## config.mk

```make
export PLATFORM = sky130hd
export DESIGN_NAME = spi_master
export DESIGN_NICKNAME = d
export VERILOG_FILES = /design/src/rtl/spi_master.sv
export SDC_FILE = /design/constraint.sdc
export NUM_CORES = 1
export LEC_CHECK = 0
export BUFFER_PORTS_ARGS = -buffer_cell sky130_fd_sc_hd__buf_2
export CAP_MARGIN = 10
export CORE_MARGIN = 8
export CORE_UTILIZATION = 51
export DETAILED_ROUTE_END_ITERATION = 10
export MAX_ROUTING_LAYER = met4
export PLACE_DENSITY = 0.74
export SYNTH_ARGS = -nofsm -noshare
export SYNTH_HDL_FRONTEND = slang
export SYNTH_SLANG_ARGS = --single-unit
```

## constraint.sdc

```tcl
create_clock -name clk -period 1.6 [get_ports clk]
set_input_delay 0.24 -clock clk [delete_from_list [all_inputs] [get_ports clk]]
set_output_delay 0.24 -clock clk [all_outputs]
set_load 0.02 [all_outputs]
```

## src/rtl/spi_master.sv

```systemverilog
// spi_master: single-slave SPI master, one DATA_WIDTH-bit frame per start.
// SCLK idles low, CS active low, MOSI launched on SCLK rise, MISO sampled on
// SCLK fall. Default bit order is LSB first.
// Build option: define SPI_MASTER_MSB_FIRST_EN to send and receive MSB first;
// frame timing is identical in both orders.
//
// state | meaning
// IDLE  | CS high, waiting for start
// SETUP | CS low, one SCLK half-period before the first edge
// XFER  | SCLK toggling, 2*DATA_WIDTH half-periods
// HOLD  | CS still low, SCLK low, one half-period after the last edge
// GAP   | CS high for one half-period of minimum deselect time
module spi_master #(
  parameter int unsigned CLK_DIV    = 3,
  parameter int unsigned DATA_WIDTH = 8
) (
  input  logic                  clk,
  input  logic                  reset,
  input  logic                  start,
  input  logic [DATA_WIDTH-1:0] masterDataToSend,
  output logic [DATA_WIDTH-1:0] masterDataReceived,
  output logic                  busy,
  output logic                  done,
  output logic                  SCLK,
  output logic                  CS,
  output logic                  MOSI,
  input  logic                  MISO
);

  localparam int unsigned IDX_W = $clog2(DATA_WIDTH);
  localparam int unsigned CNT_W = IDX_W + 1;
  localparam int unsigned DIV_W = 8;

  typedef enum logic [2:0] {IDLE, SETUP, XFER, HOLD, GAP} state_t;

  state_t                state_q;
  logic [DIV_W-1:0]      div_q;
  logic [DIV_W-1:0]      div_d;
  logic [CNT_W-1:0]      bit_cnt_q;
  logic [DATA_WIDTH-1:0] tx_sh_q;
  logic [DATA_WIDTH-1:0] rx_sh_q;
  logic [DATA_WIDTH-1:0] rx_sh_d;
  logic [DATA_WIDTH-1:0] rx_out_q;
  logic                  busy_q;
  logic                  done_q;
  logic                  sclk_q;
  logic                  cs_q;
  logic                  mosi_q;
  logic                  tick;
  logic                  tx_bit;
  logic [IDX_W-1:0]      bit_idx;

  // Half-period divider wrap, bit-order dependent tx bit select and rx shift.
  always_comb begin
    tick    = (div_q == DIV_W'(CLK_DIV - 1));
    div_d   = tick ? '0 : div_q + DIV_W'(1);
    bit_idx = bit_cnt_q[IDX_W-1:0];
`ifdef SPI_MASTER_MSB_FIRST_EN
    tx_bit  = tx_sh_q[IDX_W'(DATA_WIDTH - 1) - bit_idx];
    rx_sh_d = {rx_sh_q[DATA_WIDTH-2:0], MISO};
`else
    tx_bit  = tx_sh_q[bit_idx];
    rx_sh_d = {MISO, rx_sh_q[DATA_WIDTH-1:1]};
`endif
  end

  // Frame sequencer; every output is a register written here.
  always_ff @(posedge clk) begin
    if (reset) begin
      state_q   <= IDLE;
      div_q     <= '0;
      bit_cnt_q <= '0;
      tx_sh_q   <= '0;
      rx_sh_q   <= '0;
      rx_out_q  <= '0;
      busy_q    <= 1'b0;
      done_q    <= 1'b0;
      sclk_q    <= 1'b0;
      cs_q      <= 1'b1;
      mosi_q    <= 1'b0;
    end else begin
      case (state_q)
        IDLE: begin
          div_q  <= '0;
          sclk_q <= 1'b0;
          cs_q   <= 1'b1;
          if (start) begin
            tx_sh_q <= masterDataToSend;
            busy_q  <= 1'b1;
            cs_q    <= 1'b0;
            state_q <= SETUP;
          end
        end
        SETUP: begin
          div_q <= div_d;
          if (tick) begin
            bit_cnt_q <= '0;
            state_q   <= XFER;
          end
        end
        XFER: begin
          div_q <= div_d;
          if (tick) begin
            if (!sclk_q) begin
              sclk_q <= 1'b1;
              mosi_q <= tx_bit;
            end else begin
              sclk_q    <= 1'b0;
              rx_sh_q   <= rx_sh_d;
              bit_cnt_q <= bit_cnt_q + CNT_W'(1);
              if (bit_cnt_q == CNT_W'(DATA_WIDTH - 1)) state_q <= HOLD;
            end
          end
        end
        HOLD: begin
          div_q <= div_d;
          if (tick) begin
            cs_q     <= 1'b1;
            mosi_q   <= 1'b0;
            rx_out_q <= rx_sh_q;
            done_q   <= 1'b1;
            state_q  <= GAP;
          end
        end
        GAP: begin
          done_q <= 1'b0;
          div_q  <= div_d;
          if (tick) begin
            busy_q  <= 1'b0;
            state_q <= IDLE;
          end
        end
        default: state_q <= IDLE;
      endcase
    end
  end

  assign masterDataReceived = rx_out_q;
  assign busy               = busy_q;
  assign done               = done_q;
  assign SCLK               = sclk_q;
  assign CS                 = cs_q;
  assign MOSI               = mosi_q;

endmodule

```

Yosys cells after proc, flatten, opt, wreduce, memory -nomap -nowiden
Index checks and enable logic that the tools add are counted.

cells by class
  bitwise gates (word level) = 0
  equal/unequal tests = 14
  mux-type cells = 29
  shift-type cells = 0
  add/subtract/negate cells = 2
  multiply operators = 0
  div/mod/pow operators = 0
  $lt $le $gt $ge = 1
  reduce and logical (&&, ||, !) cells = 19

operators with widths
  operator                                              number
  two-way mux 3 bit                                     7
  inequality test 2 bit (second input constant)         8
  one-hot mux 8 bit (2 select lines)                    1
  one-hot mux 3 bit (5 select lines)                    1
  nonzero test 2 bit                                    7
  two-way mux 4 bit                                     3
  one-hot mux 1 bit (2 select lines)                    5
  AND reduction 2 bit                                   5
  two-way mux 1 bit                                     9
  adder 8 x 1 -> 8 bit (second input constant)          1
  equality test 8 x 2 -> 1 bit (second input constant)  1
  two-way mux 8 bit                                     1
  one-hot mux 4 bit (2 select lines)                    1
  AND reduction 4 bit                                   2
  AND reduction 7 bit                                   1
  equality test 3 x 2 -> 1 bit (second input constant)  2
  AND reduction 3 bit                                   2
  adder 4 x 1 -> 4 bit (second input constant)          1
  equality test 4 x 3 -> 1 bit (second input constant)  1
  < comparator 3 x 4 -> 1 bit (second input constant)   1
  OR reduction 4 bit                                    1
  binary-select mux 1 bit (select 3 bit)                1
  equality test 3 x 1 -> 1 bit (second input constant)  1
  equality test 3 bit (second input constant)           1
  zero test 3 bit                                       1

storage, ports and cells
  memories = 0
  memory bits (writable) = 0
  logic and storage cells = 76
  bits in read-only memories = 0
  latch bits = 0
  register bits after elaboration = 44

Logic depth before layout (Yosys ltp)
Gate-level depths: netlist of the first run.

  word-level depth = 5
  depth in mapped cells = 7

Worst setup path before layout of the first run
OpenSTA, ideal clock, no wires.

  path kind = register to register
  start point = register div_q[0]
  end point = register bit_cnt_q[3]
  slack = -165 ps
  data arrival time = 1690 ps
  path buffers = 0
  required time = 1526 ps
  stages on the path, launching flop included = 7
  clock period less this slack = 1765 ps
  cell sequence = dfxtp_1 -> inv_1 -> ha_1 -> nor4b_4 -> nand2_4 -> or4_1 -> a31oi_1

between the ends
  cells in the longest elaborated chain, start to end = 3

ends and longest elaborated chain
  element                                 line  text
  start: declaration                      37    logic [DIV_W-1:0] div_q;
  start signal: assignment                95    div_q <= div_d;
  start signal: assignment                102   div_q <= div_d;
  start signal: assignment                116   div_q <= div_d;
  equality test 8 x 2 -> 1 bit *          55    tick = (div_q == DIV_W'(CLK_DIV - 1));
  inequality test 2 bit (no source line)  n/a
  AND reduction 4 bit (no source line) *  n/a
  end signal: assignment                  110   bit_cnt_q <= bit_cnt_q + CNT_W'(1);
  end: declaration                        39    logic [CNT_W-1:0] bit_cnt_q;

Every way passes the cells marked *; elsewhere a longest branch is shown, timed or not.
A chain may end at the register's enable or synchronous reset.

Final worst setup path of the first run
  start point = register div_q[0]
  end point = register mosi_q, in the netlist MOSI

between the ends
  cells in the longest elaborated chain, start to end = 3

ends and longest elaborated chain
  element                                 line  text
  equality test 8 x 2 -> 1 bit *          55
  inequality test 2 bit (no source line)  n/a
  AND reduction 4 bit (no source line) *  n/a
  end signal: assignment                  106   mosi_q <= tx_bit;
  end: declaration                        48    logic mosi_q;

Marked as above.

==> results.py, run 1 <==
metrics = {
    "worst_hold_path": {
        "hold_start": "masterDataToSend[3]",
        "min_path_type": "in -> reg",
        "hold_path_depth": 3,
    },
    "logic_synthesis": {
        "synth_edf_count": 0,
        "synth_fp_nets": 231,
        "syn_inst": 216,
        "synth_top_area_frac": 0.450,
        "ys_async_sr_fraction": 0,
        "synth_top_flop_cell": "dfxtp_1",
        "synth-warning-count": 0,
        "yosysMostFrequentCell": "dfxtp_1",
        "yosysTopAreaCell": "dfxtp_1",
        "syn_area_um2": 1960,
        "ys_seq_area_frac": 0.450,
        "ys_types": 40,
        "syn_area_per_cell_um2": 9.07,
        "synth-seq-cells": 44,
        "synthTopCellsByArea": "dfxtp_1 (45%), mux2i_1 (10%), nand2_1 (5.7%)",
        "synthTopCellsByCount": "dfxtp_1 (44), nand2_1 (30), a21oi_1 (22)",
    },
    "layout": {
        "fillers": 304,
        "final_cells": 319,
        "syn2layout_area_growth_pct": 30.4,
        "fin_nets": 285,
        "n_antenna_cell": 0,
        "drive_above_1_share": 0.332,
    },
    "sta": {
        "relSlewSlack": 0.799,
        "setup_violations": 0,
        "hold_violations": 0,
        "final.period_utilization": 0.992,
        "tightest_slew_ns": 0.297,
        "fin_ws_ns": 0.0134,
        "fin_worst_skew_ns": 0.0119,
        "max_freq_mhz": 630,
        "period_needed_ns": 1.59,
        "rsz0062_at_grt": "yes",
        "drv_slew": 0,
    },
    "place": {
        "gp_congestion": 0.826,
        "preCtsSetupSlack_ns": -0.0224,
        "place_inst": 307,
        "placement.io_buffers": 24,
        "hpwl_um": 3040,
    },
    "floorplan": {
        "core-area_um2": 3690,
        "start_util": 0.531,
        "dieArea_um2": 6080,
        "die_h_um": 78.0,
        "std_cell_rows": 22,
        "die_width_um": 78.0,
        "ios": 25,
    },
    "routing": {
        "ant_nets": 0,
        "wl_met3_um": 233,
        "totalWireLength_um": 4390,
        "routed.top_layer": "met4",
        "drcViolationCount": 0,
        "vias": 1731,
        "wl_met2_um": 2070,
        "wl_met1_um": 2050,
        "firstDrtPassIters": 4,
        "first_iter_violations": 66,
        "viasPerCell": 5.43,
        "post_drt_wl_per_cell_um": 13.8,
    },
    "global_routing": {
        "grt_pass1_vias": 1663,
        "grt_max_degree": 31,
        "antenna_found_initial": 0,
        "globalRouteTotalUtil": 0.146,
        "grt-ovfl-total": 0,
        "grt_pass1_wl_um": 7110,
    },
    "worst_setup_path": {
        "r2r_cells": 7,
        "endpoint_kind": "register",
        "setup.worst_path.start": "div_q[0]",
        "crit_chain": "inv_2 -> ha_4 -> nor4b_4 -> buf_12 -> nand2_8 -> or4_4 -> a21oi_2",
        "regToRegSetupSlack_ns": 0.01,
        "worstPathMaxFanout": 8,
        "start_kind": "register",
        "critical_path_buf_inv_count": 2,
        "crit_end": "MOSI",
        "path_depth": 7,
        "crit_type": "reg -> reg",
        "cp.required_ns": 1.84,
        "cp_slowest_stage_delay_ns": 0.42,
        "reg2reg_to": "MOSI",
        "crit_family": "simple AND/OR/NAND/NOR gates",
        "slowest_stage": "or4_4",
        "arrival_ns": 1.83,
        "reg2reg_from": "div_q[0]",
    },
    "power": {
        "seqPwrFrac": 0.509,
        "p_leak_nw": 1.12,
        "p_comb_frac": 0.111,
        "power.switching_mw": 0.535,
        "clock_power_share": 0.380,
        "swShare": 0.239,
        "internal_power_mw": 1.70,
        "power.density_nw_per_um2": 876,
        "irDropWorstVdd_mv": 0.730,
    },
    "clocking": {
        "cts_hold_buf": 0,
        "clock_latency_ns": 0.30,
        "cts_buffers": 5,
        "root_buffer": "clkbuf_8",
        "cts_tree": "done",
        "clock_path_buffers": 2,
        "cts_sinks": 44,
        "clk_pin_slew_ns": 0.09,
        "htree_levels": 2,
    },
    "run_status": {
        "status": "finished clean",
    },
    "run": {
        "cap_violations": 0,
    },
}
==> layer usage <==
layer	global-route usage	vias up
met4	0.0593	0
met3	0.0449	5
met1	0.163	815
met5	-	-
li1	-	878
met2	0.236	33
==> stage by stage <==
stage | cell area, um2 | util | power, mW | hold slack, ns | TNS, ns
2_1_floorplan | 1990 | - | 1.30 | 0.376 | -0.154
3_3_place_gp | 2350 | 0.636 | 1.40 | 0.442 | 0
3_5_place_dp | 2350 | 0.636 | 1.40 | 0.447 | -0.0252
4_1_cts | 2480 | 0.672 | 2.25 | 0.165 | -0.00292
5_1_grt | 2550 | 0.693 | 2.33 | 0.176 | -0.931
6_report | 2550 | 0.693 | 2.24 | 0.175 | 0
==> cell families (layout without fill, tap and decap cells) <==
logic type / Yosys count / in the layout / share of synthesized area
AND/OR/NAND/NOR: 91 / 91 / 0.245
flip-flops: 44 / 44 / 0.450
AO/OA/AOI/OAI: 40 / 40 / 0.122
multiplexers: 22 / 22 / 0.125
buffers and inverters: 13 / 68 / 0.0262
adder cells (fa/ha/maj): 3 / 3 / 0.0192
XOR/XNOR: 3 / 3 / 0.0134
==> sequential cells by signal, indices dropped and copies added, names as in the netlist <==
register / count
done: 1
div_q: 8
SCLK: 1
CS: 1
busy: 1
MOSI: 1
bit_cnt_q: 4
rx_sh_q: 8
state_q: 3
tx_sh_q: 8
masterDataReceived: 8
==> layout by cell type (no fill, tap or decap), types with 2 or more instances in the layout <==
| cell | instances |
|---|---|
| dfxtp_2 | 4 |
| nand4_1 | 4 |
| nor3_1 | 2 |
| nand2b_1 | 2 |
| mux4_2 | 2 |
| ha_1 | 2 |
| nor2b_1 | 2 |
| or3_1 | 2 |
| inv_1 | 2 |
| nor2_1 | 21 |
| a21oi_2 | 2 |
| a221oi_1 | 2 |
| buf_6 | 2 |
| o211ai_1 | 2 |
| nand2_1 | 30 |
| or4_4 | 2 |
| clkbuf_8 | 5 |
| o21ai_0 | 3 |
| a21oi_1 | 20 |
| o311ai_1 | 3 |
| buf_4 | 29 |
| a31oi_1 | 2 |
| buf_12 | 2 |
| buf_2 | 24 |
| or2_2 | 3 |
| xor2_1 | 3 |
| nand3b_1 | 2 |
| dfxtp_1 | 40 |
| mux2i_1 | 20 |
| nand3_1 | 8 |
==> power by group through the flow <==
stage                     combinational, mW  sequential [mW]  clock [mW]
final                                 0.249             1.14       0.850
after global routing                  0.275             1.14       0.915
after CTS                             0.241             1.14       0.874
after detailed placement              0.237             1.16           0
after global placement                0.234             1.16           0
after floorplan                       0.130             1.17           0
==> timing repair <==
action / CTS / global route
pin swaps: 3 / 9
setup endpoints to repair: 4 / 30
gates resized for setup: 4 / 15
cloned: 0 / 1
buffers inserted: 1 / 2
==> final cells by class <==
type,count,area (um2),share of cell area
timing repair buffer,57,400,0.157
clock buffer,5,68.8,0.0269
multi-input combinational,159,1090,0.425
tap,48,60.1,0.0235
sequential,44,886,0.347
clock inverter,3,42.5,0.0167
inverter,3,11.3,0.00441
==> worst register-to-register path: stages (launching register included) <==
cell     delay [ns]
dfxtp_2        0.33
inv_2          0.06
ha_4           0.11
nor4b_4        0.23
buf_12         0.17
nand2_8        0.06
or4_4          0.42
a21oi_2        0.14
==> worst min path at each step <==
| stage | to | slack, ns |
|---|---|---|
| final | tx_sh_q[3] | 0.17 |
| after detailed placement | tx_sh_q[5] | 0.45 |
| after global routing | tx_sh_q[3] | 0.18 |
| after floorplan | tx_sh_q[0] | 0.38 |
| after CTS | tx_sh_q[3] | 0.16 |
| after global placement | tx_sh_q[0] | 0.44 |
Power figures use the tool's default switching activity.
==> run 2: changes to the inputs <==
- GPL_ROUTABILITY_DRIVEN: not set -> 0
- SETUP_SLACK_MARGIN: not set -> 0.02
==> run 2 against run 1 <==
The run now ends with setup timing left; global-route usage up 1.2 points; final cell count up 0.63%; register-to-register slack worse by 0.05 ns; critical endpoint unchanged; largest cell class unchanged; largest power group unchanged.
==> results.py, run 2 (synthesized netlist as in run 1, its figures left out) <==
metrics = {
    "layout": {
        "fillers": 303,
        "seqCellArea_um2": 885,
        "final_cell_mix": "dfxtp_1 (41), buf_4 (32), nand2_1 (30)",
        "layout_commonest_cell": "dfxtp_1",
        "drive_above_1_share": 0.344,
        "fin_nets": 287,
        "syn2layout_area_growth_pct": 30.5,
        "multiInputGateArea_um2": 1100,
        "n_antenna_cell": 0,
        "final_design_area_no_fill_um2": 2560,
    },
    "worst_setup_path": {
        "reg2reg_to": "MOSI",
        "cpMostUsedCell": "buf_4",
        "endpoint_kind": "register",
        "crit_family": "buffers and inverters",
        "critical_path_buf_inv_count": 3,
        "crit_chain": "inv_2 -> ha_4 -> nor4b_4 -> buf_4 -> nand4_1 -> buf_4 -> o311ai_0 -> a21oi_1",
        "crit_type": "reg -> reg",
        "r2r_cells": 8,
        "slowest_stage": "dfxtp_2",
        "worstPathMaxFanout": 4,
        "arrival_ns": 1.82,
        "cp_slowest_stage_delay_ns": 0.34,
        "reg2reg_from": "div_q[0]",
        "cp.required_ns": 1.78,
        "start_kind": "register",
        "regToRegSetupSlack_ns": -0.03,
    },
    "floorplan": {
        "start_util": 0.531,
        "die_h_um": 78.0,
        "ios": 25,
        "die_width_um": 78.0,
        "std_cell_rows": 22,
        "dieArea_um2": 6080,
        "core-area_um2": 3690,
    },
    "sta": {
        "hold_violations": 0,
        "fin_ws_ns": -0.0349,
        "fin_worst_skew_ns": 0.0115,
        "relSlewSlack": 0.688,
        "drv_slew": 0,
        "rsz0062_at_grt": "yes",
        "max_freq_mhz": 612,
        "final.period_utilization": 1.02,
        "tightest_slew_ns": 0.467,
        "setup_violations": 10,
        "period_needed_ns": 1.63,
    },
    "power": {
        "power.total_mw": 2.12,
        "p_leak_nw": 1.11,
        "power.density_nw_per_um2": 828,
        "irDropWorstVdd_mv": 0.659,
    },
    "clocking": {
        "root_buffer": "clkbuf_8",
        "cts_hold_buf": 0,
        "clk_pin_slew_ns": 0.09,
        "cts_sinks": 44,
        "htree_levels": 2,
        "clock_path_buffers": 2,
        "clock_latency_ns": 0.30,
        "cts_tree": "done",
        "cts_buffers": 5,
    },
    "routing": {
        "totalWireLength_um": 4550,
        "post_drt_wl_per_cell_um": 14.2,
        "first_iter_violations": 119,
        "drcViolationCount": 0,
        "vias": 1735,
        "viasPerCell": 5.40,
        "ant_nets": 0,
        "firstDrtPassIters": 4,
    },
    "global_routing": {
        "grt-ovfl-total": 0,
        "globalRouteTotalUtil": 0.158,
        "antenna_found_initial": 0,
        "grt_pass1_vias": 1653,
        "grt_pass1_wl_um": 7670,
        "grt_max_degree": 25,
    },
    "place": {
        "dpl_cell_area_um2": 2360,
        "preCtsSetupSlack_ns": -0.0824,
        "hpwl_um": 3230,
        "placement.io_buffers": 24,
    },
    "worst_hold_path": {
        "hold_path_depth": 3,
        "min_path_type": "in -> reg",
        "hold_start": "MISO",
        "hold_end": "rx_sh_q[7]",
    },
    "run": {
        "cap_violations": 0,
    },
    "run_status": {
        "status": "complete, but fails checks",
        "violations": "setup timing",
    },
}
run 2: changes by cell type in the layout (fill, tap and decap cells not counted), moves of 2 or more:
| cell | change |
|---|---|
| a21oi_1 | -2 |
| a21oi_2 | +2 |
| buf_4 | +3 |
| o311ai_1 | -2 |
| or4_1 | +2 |
| or4_4 | -2 |
run 2: how the worst max path moves through the flow:
stage | depth (start not counted) | start | endpoint | slack, ns
global route | 8 | div_q[0] | masterDataReceived[7] | -0.12
global placement | 7 | div_q[0] | bit_cnt_q[2] | -0.01
detailed placement | 7 | div_q[0] | SCLK | -0.08
floorplan | 6 | div_q[0] | bit_cnt_q[2] | -0.06
finish | 8 | div_q[0] | MOSI | -0.03
CTS | 9 | div_q[0] | busy | 0.02
run 2: power by group:
group,internal [mW],switching (mW)
sequential,1.12,0.0183
clock,0.309,0.406
combinational,0.123,0.137
run 2: cell type report:
cell class	count	share of cell area
Tap cell	48	0.0235
Sequential cell	44	0.346
Clock inverter	3	0.00930
Clock buffer	5	0.0269
Timing Repair Buffer	59	0.158
Inverter	3	0.00441
Multi-Input combinational cell	159	0.432
run 2: per-stage QoR:
step           instances   util  hold WS [ns]  TNS [ns]
2_1_floorplan        216      -         0.376    -0.167
3_3_place_gp         307  0.639         0.440   -0.0136
3_5_place_dp         307  0.639         0.452    -0.194
4_1_cts              321  0.679         0.154         0
5_1_grt              321  0.693         0.163     -1.45
6_report             321  0.693         0.162    -0.150
run 2: worst min-delay path, cell delays in order:
cell and delay [ns]:
buf_2 0.07, mux2i_1 0.05, nor2_1 0.07
run 2: repair_timing:
action,4_1_cts,5_1_grt
gates resized for setup,4,13
cloned,0,0
hold endpoints to repair,0,0
buffers inserted,6,1
pin swaps,4,5
setup endpoints to repair,10,31
run 2: layer usage:
| metal | global-route usage | wire length (um) | up-vias |
|---|---|---|---|
| met5 | - | 0 | - |
| met2 | 0.254 | 2190 | 33 |
| li1 | - | - | 880 |
| met1 | 0.187 | 2130 | 814 |
| met4 | 0.0685 | 80 | 0 |
| met3 | 0.0323 | 149 | 8 |
==> run 3: changes to the inputs <==
- CTS_BUF_LIST: not set -> sky130_fd_sc_hd__clkbuf_2
- SETUP_SLACK_MARGIN: 0.02 -> not set
==> run 3 against run 2 <==
The flow still finishes with violations (setup timing); clock skew up 0.020 ns; routed wire length grew 1.4%; first-iteration DRC count fell by 54%; die area unchanged; largest power group unchanged.
==> results.py, run 3 (synthesized netlist as in run 1, its figures left out) <==
metrics = {
    "worst_setup_path": {
        "setup.worst_path.start": "state_q[2]",
        "start_kind": "register",
        "crit_type": "reg -> reg",
        "crit_chain": "and4bb_2 -> nand4_1 -> or4_4 -> a31oi_1",
        "slowest_stage": "or4_4",
        "critical_path_buf_inv_count": 0,
        "crit_family": "simple AND/OR/NAND/NOR gates",
        "endpoint_kind": "register",
        "reg2reg_from": "state_q[2]",
        "worstPathMaxFanout": 6,
        "cp_slowest_stage_delay_ns": 0.53,
        "cp.required_ns": 1.94,
        "arrival_ns": 2.00,
    },
    "place": {
        "hpwl_um": 3040,
        "place_inst": 307,
        "placement.io_buffers": 24,
        "dpl_cell_area_um2": 2350,
        "preCtsSetupSlack_ns": -0.0224,
    },
    "routing": {
        "first_iter_violations": 55,
        "ant_nets": 0,
        "post_drt_wl_per_cell_um": 14.2,
        "firstDrtPassIters": 4,
        "viasPerCell": 5.46,
        "drcViolationCount": 0,
        "totalWireLength_um": 4620,
        "vias": 1779,
    },
    "sta": {
        "fin_ws_ns": -0.0637,
        "tightest_slew_ns": 0.339,
        "rsz0062_at_grt": "yes",
        "timing.hold.ws_ns": 0.0367,
        "fin_worst_skew_ns": 0.0315,
        "hold_violations": 0,
        "period_needed_ns": 1.66,
        "setup_tns_ns": -0.311,
        "relSlewSlack": 0.773,
        "drv_slew": 0,
        "final.period_utilization": 1.04,
        "max_freq_mhz": 601,
        "setup_violations": 14,
    },
    "floorplan": {
        "std_cell_rows": 22,
        "dieArea_um2": 6080,
        "ios": 25,
        "die_width_um": 78.0,
        "core-area_um2": 3690,
        "start_util": 0.531,
        "die_h_um": 78.0,
    },
    "layout": {
        "layout_commonest_cell": "dfxtp_1",
        "final_design_area_no_fill_um2": 2600,
        "final_cell_mix": "dfxtp_1 (42), buf_4 (32), nand2_1 (29)",
        "fillers": 315,
        "n_antenna_cell": 0,
        "syn2layout_area_growth_pct": 32.6,
        "final_util": 0.705,
        "fin_nets": 292,
        "drive_above_1_share": 0.367,
        "final_cells": 326,
    },
    "clocking": {
        "cts_sinks": 44,
        "clock_latency_ns": 0.42,
        "cts_buffers": 5,
        "clock_path_buffers": 2,
        "htree_levels": 2,
        "root_buffer": "clkbuf_2",
        "clk_pin_slew_ns": 0.23,
        "cts_tree": "done",
    },
    "run_status": {
        "violations": "setup timing",
        "status": "complete, but fails checks",
    },
    "power": {
        "p_leak_nw": 1.14,
        "power.density_nw_per_um2": 793,
        "irDropWorstVdd_mv": 0.705,
        "power.total_mw": 2.06,
    },
    "global_routing": {
        "globalRouteTotalUtil": 0.149,
        "grt-ovfl-total": 0,
        "grt_pass1_wl_um": 7380,
        "grt_pass1_vias": 1716,
        "antenna_found_initial": 0,
        "grt_max_degree": 31,
    },
    "worst_hold_path": {
        "min_path_type": "in -> reg",
        "hold_start": "masterDataToSend[1]",
    },
    "run": {
        "cap_violations": 0,
    },
}
run 3: changes by cell type in the layout (fill, tap and decap cells not counted), sizes merged:
cell         before  now
clkinvlp          2    1
bufinv            0    1
dlygate4sd3       0    2
buf              59   62
run 3: report_power, final:
| part | leakage (nW) | internal, mW | switching (mW) |
|---|---|---|---|
| Sequential | 0.357 | 1.13 | 0.0163 |
| Clock | 0.0390 | 0.261 | 0.376 |
| Combinational | 0.743 | 0.139 | 0.142 |
run 3: final timing paths:
check | depth (start not counted) | end | slack, ns
max | 4 | bit_cnt_q[3] | -0.06
min | 3 | tx_sh_q[1] | 0.04
max reg2reg | 4 | bit_cnt_q[3] | -0.06
min reg2reg | 2 | tx_sh_q[4] | 0.47
run 3: final cells by class:
class                      instances  area [um2]  area share
clock inverter                     3        42.5      0.0164
tap                               48        60.1      0.0231
clock buffer                       5        25.0     0.00963
inverter                           3        11.3     0.00433
multi-input combinational        159        1120       0.431
sequential                        44         883       0.340
timing repair buffer              64         457       0.176
run 3: repair_timing:
| item | in CTS | in global routing |
|---|---|---|
| buffers inserted | 8 | 0 |
| hold buffers | 0 | 2 |
| cloned | 0 | 1 |
| gates resized for setup | 6 | 22 |
| hold endpoints to repair | 0 | 2 |
| endpoints found under the setup margin | 7 | 34 |
| pin swaps | 5 | 4 |
run 3: worst min-delay path: cells and delay by family:
family                 cells  cell delay (ns)
and+or+nand+nor            1             0.05
AOI/OAI and AO/OA          1             0.05
buffers and inverters      1             0.10
run 3: per-layer routing:
layer | routed length [um] | vias to the layer above | global-route usage
li1 | - | 891 | -
met1 | 2120 | 857 | 0.169
met2 | 2260 | 25 | 0.246
met3 | 184 | 6 | 0.0449
met4 | 50 | 0 | 0.0481
met5 | 0 | - | -
